===== config.mk =====
export PLATFORM = sky130hd
export DESIGN_NAME = dmem_ext_port_flat
export DESIGN_NICKNAME = d
export VERILOG_FILES = /design/src/rtl/mem_ext_pkg.sv /design/src/rtl/dmem_ext_port_if.sv /design/src/rtl/ext_req_fifo.sv /design/src/rtl/dmem_ext_port.sv /design/src/flat_wrapper.sv
export SDC_FILE = /design/constraint.sdc
export NUM_CORES = 1
export LEC_CHECK = 0
export CORE_AREA = 2 2 210 212
export CTS_CLUSTER_DIAMETER = 150
export DETAILED_ROUTE_END_ITERATION = 6
export DIE_AREA = 0 0 212 214
export PLACE_DENSITY = 0.66
export SYNTH_ARGS = -nofsm -noshare
export SYNTH_HDL_FRONTEND = slang
export SYNTH_SLANG_ARGS = --single-unit

===== constraint.sdc =====
create_clock -name clk -period 4.67 [get_ports clk]
set_clock_uncertainty 0.05 [all_clocks]
set_input_delay 0.7005 -clock clk [delete_from_list [all_inputs] [get_ports clk]]
set_output_delay 0.7005 -clock clk [all_outputs]
set_load 0.005 [all_outputs]

===== src/rtl/mem_ext_pkg.sv =====
// Shared geometry and queued-request record for the external data-memory port.
package mem_ext_pkg;

    localparam int unsigned ADDR_W = 64;
    localparam int unsigned DATA_W = 64;
    localparam int unsigned DEPTH  = 1024;

    function automatic int unsigned idx_w(input int unsigned depth);
        return (depth > 1) ? $clog2(depth) : 1;
    endfunction

    localparam int unsigned IDX_W = idx_w(DEPTH);

    // oor is resolved at enqueue so the head can be retired without re-decoding the address
    typedef struct packed {
        logic              we;
        logic              oor;
        logic [IDX_W-1:0]  idx;
        logic [DATA_W-1:0] wdata;
    } ext_req_t;

endpackage


===== src/rtl/dmem_ext_port_if.sv =====
// External debug/load port bundle: requester drives master, dmem_ext_port sits on slave.
interface dmem_ext_port_if;
    import mem_ext_pkg::*;

    logic [ADDR_W-1:0] addr_ext;
    logic              wen_ext;
    logic              ren_ext;
    logic [DATA_W-1:0] wdata_ext;
    logic [DATA_W-1:0] rdata_ext;
    logic              rvalid_ext;
    logic              full_ext;
    logic              err_ext;

    modport master (
        output addr_ext, wen_ext, ren_ext, wdata_ext,
        input  rdata_ext, rvalid_ext, full_ext, err_ext
    );

    modport slave (
        input  addr_ext, wen_ext, ren_ext, wdata_ext,
        output rdata_ext, rvalid_ext, full_ext, err_ext
    );

endinterface


===== src/rtl/ext_req_fifo.sv =====
// Synchronous in-order queue of external requests; FIFO_DEPTH must be a power of two.
module ext_req_fifo
    import mem_ext_pkg::*;
#(
    parameter int unsigned FIFO_DEPTH = 4
) (
    input  logic                        clk,
    input  logic                        arst,
    input  logic                        push,
    input  logic                        pop,
    input  ext_req_t                    din,
    output ext_req_t                    dout,
    output logic                        full,
    output logic                        empty,
    output logic [$clog2(FIFO_DEPTH):0] count
);

    localparam int unsigned PTR_W = $clog2(FIFO_DEPTH);
    localparam int unsigned CNT_W = PTR_W + 1;

    ext_req_t         slots [FIFO_DEPTH];
    logic [PTR_W-1:0] wr_ptr;
    logic [PTR_W-1:0] rd_ptr;

    // NOTE: state uses <= so every flop samples pre-edge values regardless of statement order.
    always_ff @(posedge clk or posedge arst) begin
        if (arst) begin
            wr_ptr <= '0;
            rd_ptr <= '0;
            count  <= '0;
        end else begin
            if (push) wr_ptr <= wr_ptr + PTR_W'(1);
            if (pop)  rd_ptr <= rd_ptr + PTR_W'(1);
            count <= count + CNT_W'(push) - CNT_W'(pop);
        end
    end

    // NOTE: payload slots carry no reset; occupancy lives only in the pointers and count.
    always_ff @(posedge clk) begin
        if (push) slots[wr_ptr] <= din;
    end

    assign dout  = slots[rd_ptr];
    assign full  = (count == CNT_W'(FIFO_DEPTH));
    assign empty = (count == '0);

endmodule


===== src/rtl/dmem_ext_port.sv =====
// Shares the single-port data memory between the CPU (priority) and a queued external port.
module dmem_ext_port
    import mem_ext_pkg::*;
#(
    parameter int unsigned FIFO_DEPTH = 4
) (
    input  logic              clk,
    input  logic              arst,
    input  logic              enable,
    dmem_ext_port_if.slave    ext,
    input  logic [ADDR_W-1:0] cpu_addr,
    input  logic              cpu_wen,
    input  logic              cpu_ren,
    input  logic [DATA_W-1:0] cpu_wdata,
    output logic [DATA_W-1:0] cpu_rdata,
    output logic [IDX_W-1:0]  mem_idx,
    output logic              mem_wen,
    output logic              mem_ren,
    output logic [DATA_W-1:0] mem_wdata,
    input  logic [DATA_W-1:0] mem_rdata
);

    localparam logic [ADDR_W-4:0] WORD_LIMIT = (ADDR_W-3)'(DEPTH);

    ext_req_t                      push_req;
    ext_req_t                      head;
    logic                          push_valid;
    logic                          push;
    logic                          pop;
    logic                          full;
    logic                          empty;
    logic [$clog2(FIFO_DEPTH):0]   fifo_count;
    logic                          cpu_act;
    logic                          err_set;
    logic                          rd_v1;
    logic                          rd_oor1;
    logic                          rd_v2;
    logic [DATA_W-1:0]             rdata_q;
    logic                          err_q;
    logic                          unused_bits;

    assign push_valid = ext.wen_ext ^ ext.ren_ext;
    assign push_req   = '{we:    ext.wen_ext,
                          oor:   (ext.addr_ext[ADDR_W-1:3] >= WORD_LIMIT),
                          idx:   ext.addr_ext[3 +: IDX_W],
                          wdata: ext.wdata_ext};

    assign cpu_act = enable & (cpu_wen | cpu_ren);
    assign pop     = ~cpu_act & ~empty;
    // A full queue still takes a push when the head leaves in the same cycle
    assign push    = push_valid & (~full | pop);

    ext_req_fifo #(.FIFO_DEPTH(FIFO_DEPTH)) u_fifo (
        .clk   (clk),
        .arst  (arst),
        .push  (push),
        .pop   (pop),
        .din   (push_req),
        .dout  (head),
        .full  (full),
        .empty (empty),
        .count (fifo_count)
    );

    // NOTE: every always_comb output gets a default first so no path can infer a latch.
    always_comb begin
        mem_idx   = head.idx;
        mem_wdata = head.wdata;
        mem_wen   = 1'b0;
        mem_ren   = 1'b0;
        if (arst) begin
            mem_wen = 1'b0;
            mem_ren = 1'b0;
        end else if (cpu_act) begin
            mem_idx   = cpu_addr[3 +: IDX_W];
            mem_wdata = cpu_wdata;
            mem_wen   = cpu_wen;
            mem_ren   = cpu_ren;
        end else if (pop) begin
            mem_wen = head.we & ~head.oor;
            mem_ren = ~head.we & ~head.oor;
        end
    end

    assign err_set = (ext.wen_ext & ext.ren_ext)
                   | (push_valid & full & ~pop)
                   | (pop & head.oor);

    // Read return: grant -> memory access -> capture, so rvalid lands two cycles after grant
    always_ff @(posedge clk or posedge arst) begin
        if (arst) begin
            rd_v1   <= 1'b0;
            rd_oor1 <= 1'b0;
            rd_v2   <= 1'b0;
            rdata_q <= '0;
            err_q   <= 1'b0;
        end else begin
            rd_v1   <= pop & ~head.we;
            rd_oor1 <= head.oor;
            rd_v2   <= rd_v1;
            if (rd_v1) rdata_q <= rd_oor1 ? '0 : mem_rdata;
            if (err_set) err_q <= 1'b1;
        end
    end

    assign ext.rdata_ext  = rdata_q;
    assign ext.rvalid_ext = rd_v2;
    assign ext.full_ext   = full;
    assign ext.err_ext    = err_q;
    assign cpu_rdata      = mem_rdata;

    assign unused_bits = ^{cpu_addr[ADDR_W-1:IDX_W+3], cpu_addr[2:0],
                           ext.addr_ext[2:0], fifo_count};

endmodule


===== src/flat_wrapper.sv =====
// flat-port wrapper written by rule: the top's interface ports become plain ports
module dmem_ext_port_flat import mem_ext_pkg::*;
#(
    parameter int unsigned FIFO_DEPTH = 4
)
  (clk, arst, enable, cpu_addr, cpu_wen, cpu_ren, cpu_wdata, cpu_rdata, mem_idx, mem_wen, mem_ren, mem_wdata, mem_rdata, ext_addr_ext, ext_wen_ext, ext_ren_ext, ext_wdata_ext, ext_rdata_ext, ext_rvalid_ext, ext_full_ext, ext_err_ext);
  dmem_ext_port_if ext_i ();
  input  logic clk;
  input  logic arst;
  input  logic enable;
  input  logic [ADDR_W-1:0] cpu_addr;
  input  logic cpu_wen;
  input  logic cpu_ren;
  input  logic [DATA_W-1:0] cpu_wdata;
  output logic [DATA_W-1:0] cpu_rdata;
  output logic [IDX_W-1:0] mem_idx;
  output logic mem_wen;
  output logic mem_ren;
  output logic [DATA_W-1:0] mem_wdata;
  input  logic [DATA_W-1:0] mem_rdata;
  input wire logic [$bits(ext_i.addr_ext)-1:0] ext_addr_ext;
  input wire logic [$bits(ext_i.wen_ext)-1:0] ext_wen_ext;
  input wire logic [$bits(ext_i.ren_ext)-1:0] ext_ren_ext;
  input wire logic [$bits(ext_i.wdata_ext)-1:0] ext_wdata_ext;
  output wire logic [$bits(ext_i.rdata_ext)-1:0] ext_rdata_ext;
  output wire logic [$bits(ext_i.rvalid_ext)-1:0] ext_rvalid_ext;
  output wire logic [$bits(ext_i.full_ext)-1:0] ext_full_ext;
  output wire logic [$bits(ext_i.err_ext)-1:0] ext_err_ext;
  assign ext_i.addr_ext = ext_addr_ext;
  assign ext_i.wen_ext = ext_wen_ext;
  assign ext_i.ren_ext = ext_ren_ext;
  assign ext_i.wdata_ext = ext_wdata_ext;
  assign ext_rdata_ext = ext_i.rdata_ext;
  assign ext_rvalid_ext = ext_i.rvalid_ext;
  assign ext_full_ext = ext_i.full_ext;
  assign ext_err_ext = ext_i.err_ext;
  dmem_ext_port #(.FIFO_DEPTH(FIFO_DEPTH)) u_core (.clk(clk), .arst(arst), .enable(enable), .ext(ext_i), .cpu_addr(cpu_addr), .cpu_wen(cpu_wen), .cpu_ren(cpu_ren), .cpu_wdata(cpu_wdata), .cpu_rdata(cpu_rdata), .mem_idx(mem_idx), .mem_wen(mem_wen), .mem_ren(mem_ren), .mem_wdata(mem_wdata), .mem_rdata(mem_rdata));
endmodule

# Word level (Yosys, flattened, before mapping)
# Memories as Yosys holds them, arrays and structs flattened.
# Cells that the tools add are included.
# W data, S select, Z words.
# totals
reg_bits	75
latchBits	0
ram_bits	304
rom_bits	0
in_bits	327
out_inout_bits	207
elab_cells	50
n_memories	1
# op_classes
n_addsub	4
multipliers	0
div	0
order_cmp	1
n_eq_ne	1
shift	0
mux	13
n_bitwise	21
n_reduce_logical	1
# memory_table
name	depth	word_bits	read_ports	rd_ports_with_merged_regs	write_ports	line	text
u_core.u_fifo.slots	4	76	1	0	1	ext_req_fifo.sv:21	ext_req_t slots [FIFO_DEPTH];
# ops
operator	n
$mux W64	3
$ge A61 B11 Y1 const B	1
$mux W10	2
$and A1 B1 Y1	10
$mux W1	8
$not A1 Y1	6
$add A2 B1 Y2 const B	2
$or A1 B1 Y1	4
$add A3 B1 Y3	1
$eq A3 B3 Y1 const B	1
$logic_not A3 Y1	1
$sub A3 B1 Y3	1
$xor A1 B1 Y1	1

# Logic depth before layout (Yosys ltp)
# depth
ltp_word	8
depth_mapped	10
ltp_nobuf	10

# Cells and area by module
# Synthesis repeated with hierarchy kept, for this count alone.
# hier_totals
cells_unflattened	891
area_unflattened_um2	15791.4
# modules_own_cells
module	n_inst	cells_per_inst	area_each_um2	seq_area_each_um2
ext_req_fifo	1	433	11369.7	9303.9
dmem_ext_port	1	458	4421.7	1701.6

# Worst setup path after synthesis
# OpenSTA, ideal clock, no wires.
# synth_path
path_kind	in2reg
startpoint	in cpu_ren
endpoint	mem u_core.u_fifo.slots[0][0] in the netlist's numbering, enable pin
setup_time_ps	443
arrival_time_ps	3027
required_time_ps	4177
path_slack_ps	1150
cell_stages	3
path_buffers	0
path_cell_list	o21ai_1 > o21a_1 > and2_1
# synth_via
elab_chain_cells	8
# synth_lines
item	line	text
from (decl)	flat_wrapper.sv:13	input logic cpu_ren;
$or A1 B1 Y1	dmem_ext_port.sv:48	assign cpu_act = enable & (cpu_wen | cpu_ren);
$and A1 B1 Y1	dmem_ext_port.sv:48	
$not A1 Y1	dmem_ext_port.sv:49	assign pop = ~cpu_act & ~empty;
$and A1 B1 Y1	dmem_ext_port.sv:49	
$or A1 B1 Y1	dmem_ext_port.sv:51	assign push = push_valid & (~full | pop);
$and A1 B1 Y1	dmem_ext_port.sv:51	
$mux W1	ext_req_fifo.sv:40	if (push) slots[wr_ptr] <= din;
$mux W1 (not written as such)	ext_req_fifo.sv:40	
to (decl)	ext_req_fifo.sv:21	
# No other way between the ends.

# Final worst setup path
# layout_path
startpoint	reg u_core.u_fifo.rd_ptr[1]
endpoint	out mem_wdata[46]
# layout_via
elab_chain_cells	3
# layout_lines
item	line	text
from (decl)	ext_req_fifo.sv:23	logic [PTR_W-1:0] rd_ptr;
from (signal assigned)	ext_req_fifo.sv:33	if (pop) rd_ptr <= rd_ptr + PTR_W'(1);
$mem_v2 Z4 W76 *	--	
$mux W64	dmem_ext_port.sv:74	end else if (cpu_act) begin
$mux W64 *	dmem_ext_port.sv:71	if (arst) begin
to (decl)	flat_wrapper.sv:19	output logic [DATA_W-1:0] mem_wdata;
# Mark *: on every way between the ends. The rest lies on a longest branch, timed or not.

==> run_results.csv <==
group,metric,value,unit
finish,final_cell_area,21800,µm²
sta,setup_violations,0,
clocking,post_cts_buffers,0,
power,p_leak,0.00756,µW
placed_design,globalplace.congestion,0.843,
synth,syn_area_per_cell,17.5,µm²
worst_setup_path,worst_path_largest_cell_delay,0.84,ns
synth,async_reset_ff_frac,0.198,
sta,max_slew_margin,0.267,
die,die-area,45400,µm²
placed_design,dpl_cell_area,20500,µm²
sta,slew_violations,0,
finish,final_nets,1647,
clocking,insertion_delay,0.54,ns
synth,synth_fa_ha_area_frac,0.00695,
clocking,path_clk_slew,0.06,ns
synth,synth-simple-area-share,0.0268,
worst_setup_path,cpMaxStageDelayCell,"buf_4",
sta,tns,0,ns
grt,grt_pass1_vias,9397,
clocking,cts_made_buffers,42,
synth,synth-edff-count,304,
grt,grt_pass1_wl,56900,µm
routing,drt-wirelength-per-cell,20.0,µm
sta,fmax,0.252,GHz
power,power_density,568,nW/µm²
routing,drcViolationCount,0,
synth,synth.top_cells.by_count,"edfxtp_1, mux4_2, dfrtp_1, mux2_2, inv_1",
worst_setup_path,cp.required,3.92,ns
routing,drtIter0Drc,448,
synth,synth-main-ff-cell,"edfxtp_1",
worst_setup_path,cp_num_buf_inv,2,
synth,yosys.cell_types.count,33,
synth,synth_compound_area_frac,0.0245,
clocking,cts-root-buf,"clkbuf_16",
grt,track_usage,0.168,
clocking,h-tree-depth,2,
synth,synth_top_area_frac,0.589,
min_path,hold_class,"flip-flop to flip-flop",
routing,via_count,9032,
grt,grt_max_degree,75,
placed_design,dpl.hpwl,25900,µm
worst_setup_path,cp_cell_sequence,"buf_4, mux4_2, mux2_2, clkdlybuf4s50_1",
worst_setup_path,critical-path-top-delay-family,"buffers and inverters",
clocking,cts_resized,0,
clocking,cts_tree,"yes",
sta,min_period,3.97,ns
grt,antenna_found_initial,3,
die,die_y,214,µm
finish,drive_gt1_frac,0.171,
finish,area_growth,40.8,%
sta,fin_hold_ws,0.434,ns
die,core-area,42900,µm²
sta,hold_viol_final,0,
worst_setup_path,cp.arrival,3.22,ns
grt,overflow,0,
die,die_w,212,µm
clocking,ctsHoldBuffers,0,
flow_run,maxCapViolations,0,
synth,synth-seq-area-share,0.710,
routing,routed_wl,38700,µm
synth,synth_xor_xnor_area_share,0.00283,
routing,dr.pass1.iters,4,
worst_setup_path,crit_fanout,66,
clocking,clock_path_buffers,3,
placed_design,numPortBuffers,476,
worst_setup_path,worstSetupEndpointType,"output pin",
synth,netlist_area,15500,µm²
power,vdd_drop_max,349,µV
clocking,cts_sinks,379,
synth,synth_warnings,0,
synth,synthesis.nets,1221,
worst_setup_path,start_kind,"flip-flop",
synth,ys_ff_latch,379,
power,finalPower,12400,µW
finish,layout.core_utilization,0.509,
synth,synth_top_cell_by_area,"edfxtp_1",
sta,rsz0062_at_grt,"false",
sta,fin_crit_sh,0.850,
routing,ant_nets,0,
die,start_util,0.361,
die,row_count,76,
synth,synthTopCellsByArea,"edfxtp_1, dfrtp_1, mux4_2, mux2_2, buf_4",
synth,synth_top_family_by_area,"multiplexers",
run_status,outcome,"finished, final reports clean",
die,io_pins,534,
synth,synthMuxAreaShare,0.165,
routing,routed_via_density,4.68,
synth,yosysMostFrequentCell,"edfxtp_1",
synth,syn_inst,886,
sta,worst_pin_slew,1.10,ns
worst_setup_path,crit_type,"flip-flop to output pin",
## worst register-to-register path: stages, from the launching register on
cell and delay (ns):
dfrtp_1 0.44, o31ai_1 0.66, inv_1 0.18, ha_1 0.33, inv_1 0.06, ha_1 0.13
inv_1 0.05, fa_1 0.37, xnor2_1 0.14, xnor2_1 0.13
## through the flow
| stage | std cells | setup slack, ns |
|---|---|---|
| 5_1_grt | 1929 | 0.536 |
| 4_1_cts | 1928 | 0.580 |
| 6_report | 1929 | 0.698 |
| 3_3_place_gp | 1853 | 0.992 |
| 3_5_place_dp | 1853 | 0.985 |
| 2_1_floorplan | 886 | 1.15 |
## layout by cell type, fill, tap and decap left out, types with 2 or more instances in the layout
cell               n
and2_4             4
clkinv_2           9
edfxtp_1         304
bufinv_16          2
dfrtp_1           73
nand2_1           66
nor4_1            12
mux2_2            75
clkdlybuf4s50_1  476
o31ai_1            2
nand3_1            3
clkbuf_8           2
nor3_1             2
buf_4              4
inv_1             73
ha_1               7
dfrtp_4            2
xnor2_1            4
mux4_2            76
clkinv_1           7
buf_12             6
nand4_1            2
clkbuf_16         45
o21ai_0           63
clkbuf_1           9
## kinds of logic after synthesis
family,Yosys count
flip-flops,379
AO/OA/AOI/OAI,71
buffers and inverters,178
adder cells (fa/ha/maj),8
AND/OR/NAND/NOR,94
XOR/XNOR,5
multiplexers,151
## path summary, 6_finish.rpt
| kind | cells after the start | end | slack (ns) | startpoint |
|---|---|---|---|---|
| min in group asynchronous | 2 | u_core.u_fifo.wr_ptr[0] | 0.52 | arst |
| max | 4 | mem_wdata[46] | 0.70 | u_core.u_fifo.rd_ptr[1] |
| min | 1 | u_core.ext.err_ext | 0.43 | u_core.ext.err_ext |
| max in group asynchronous | 3 | u_core.rd_oor1 | 2.95 | arst |
| max reg2reg | 9 | u_core.u_fifo.count[2] | 2.03 | u_core.u_fifo.count[1] |
| min reg2reg | 1 | u_core.ext.err_ext | 0.43 | u_core.ext.err_ext |
## power breakdown
part / total, µW / switching, µW / internal [µW]
Sequential: 4880 / 316 / 4560
Clock: 3190 / 1290 / 1900
Combinational: 4330 / 1830 / 2500
## per-layer routing
metal | GRT usage | up-vias | part of all wire | wire length, µm
met1 | 0.203 | 4482 | 0.40 | 15500
met4 | 0.0582 | 4 | 0.025 | 981
li1 | - | 4144 | - | -
met3 | 0.0462 | 61 | 0.077 | 2960
met5 | 0 | - | 0.00080 | 31
met2 | 0.286 | 341 | 0.50 | 19200
## sequential cells by signal, indices dropped and copies added, names as in the netlist
name	cells
u_core.rd_oor1	1
u_core.ext.err_ext	1
u_core.ext.rvalid_ext	1
u_core.rd_v1	1
u_core.u_fifo.slots	304
u_core.u_fifo.count	3
u_core.u_fifo.wr_ptr	2
u_core.u_fifo.rd_ptr	2
u_core.ext.rdata_ext	64
## final cells by class
cell class              instances  area (µm²)
well taps                     585         732
diodes                          1        2.50
flip-flops and latches        379       11000
clock buffers                  56        1190
repair buffers                486        4910
fillers                      3602       21100
inverters                      74         279
multi-input cells             329        3530
clock inverters                19         155
Power figures use the tool's default switching activity.
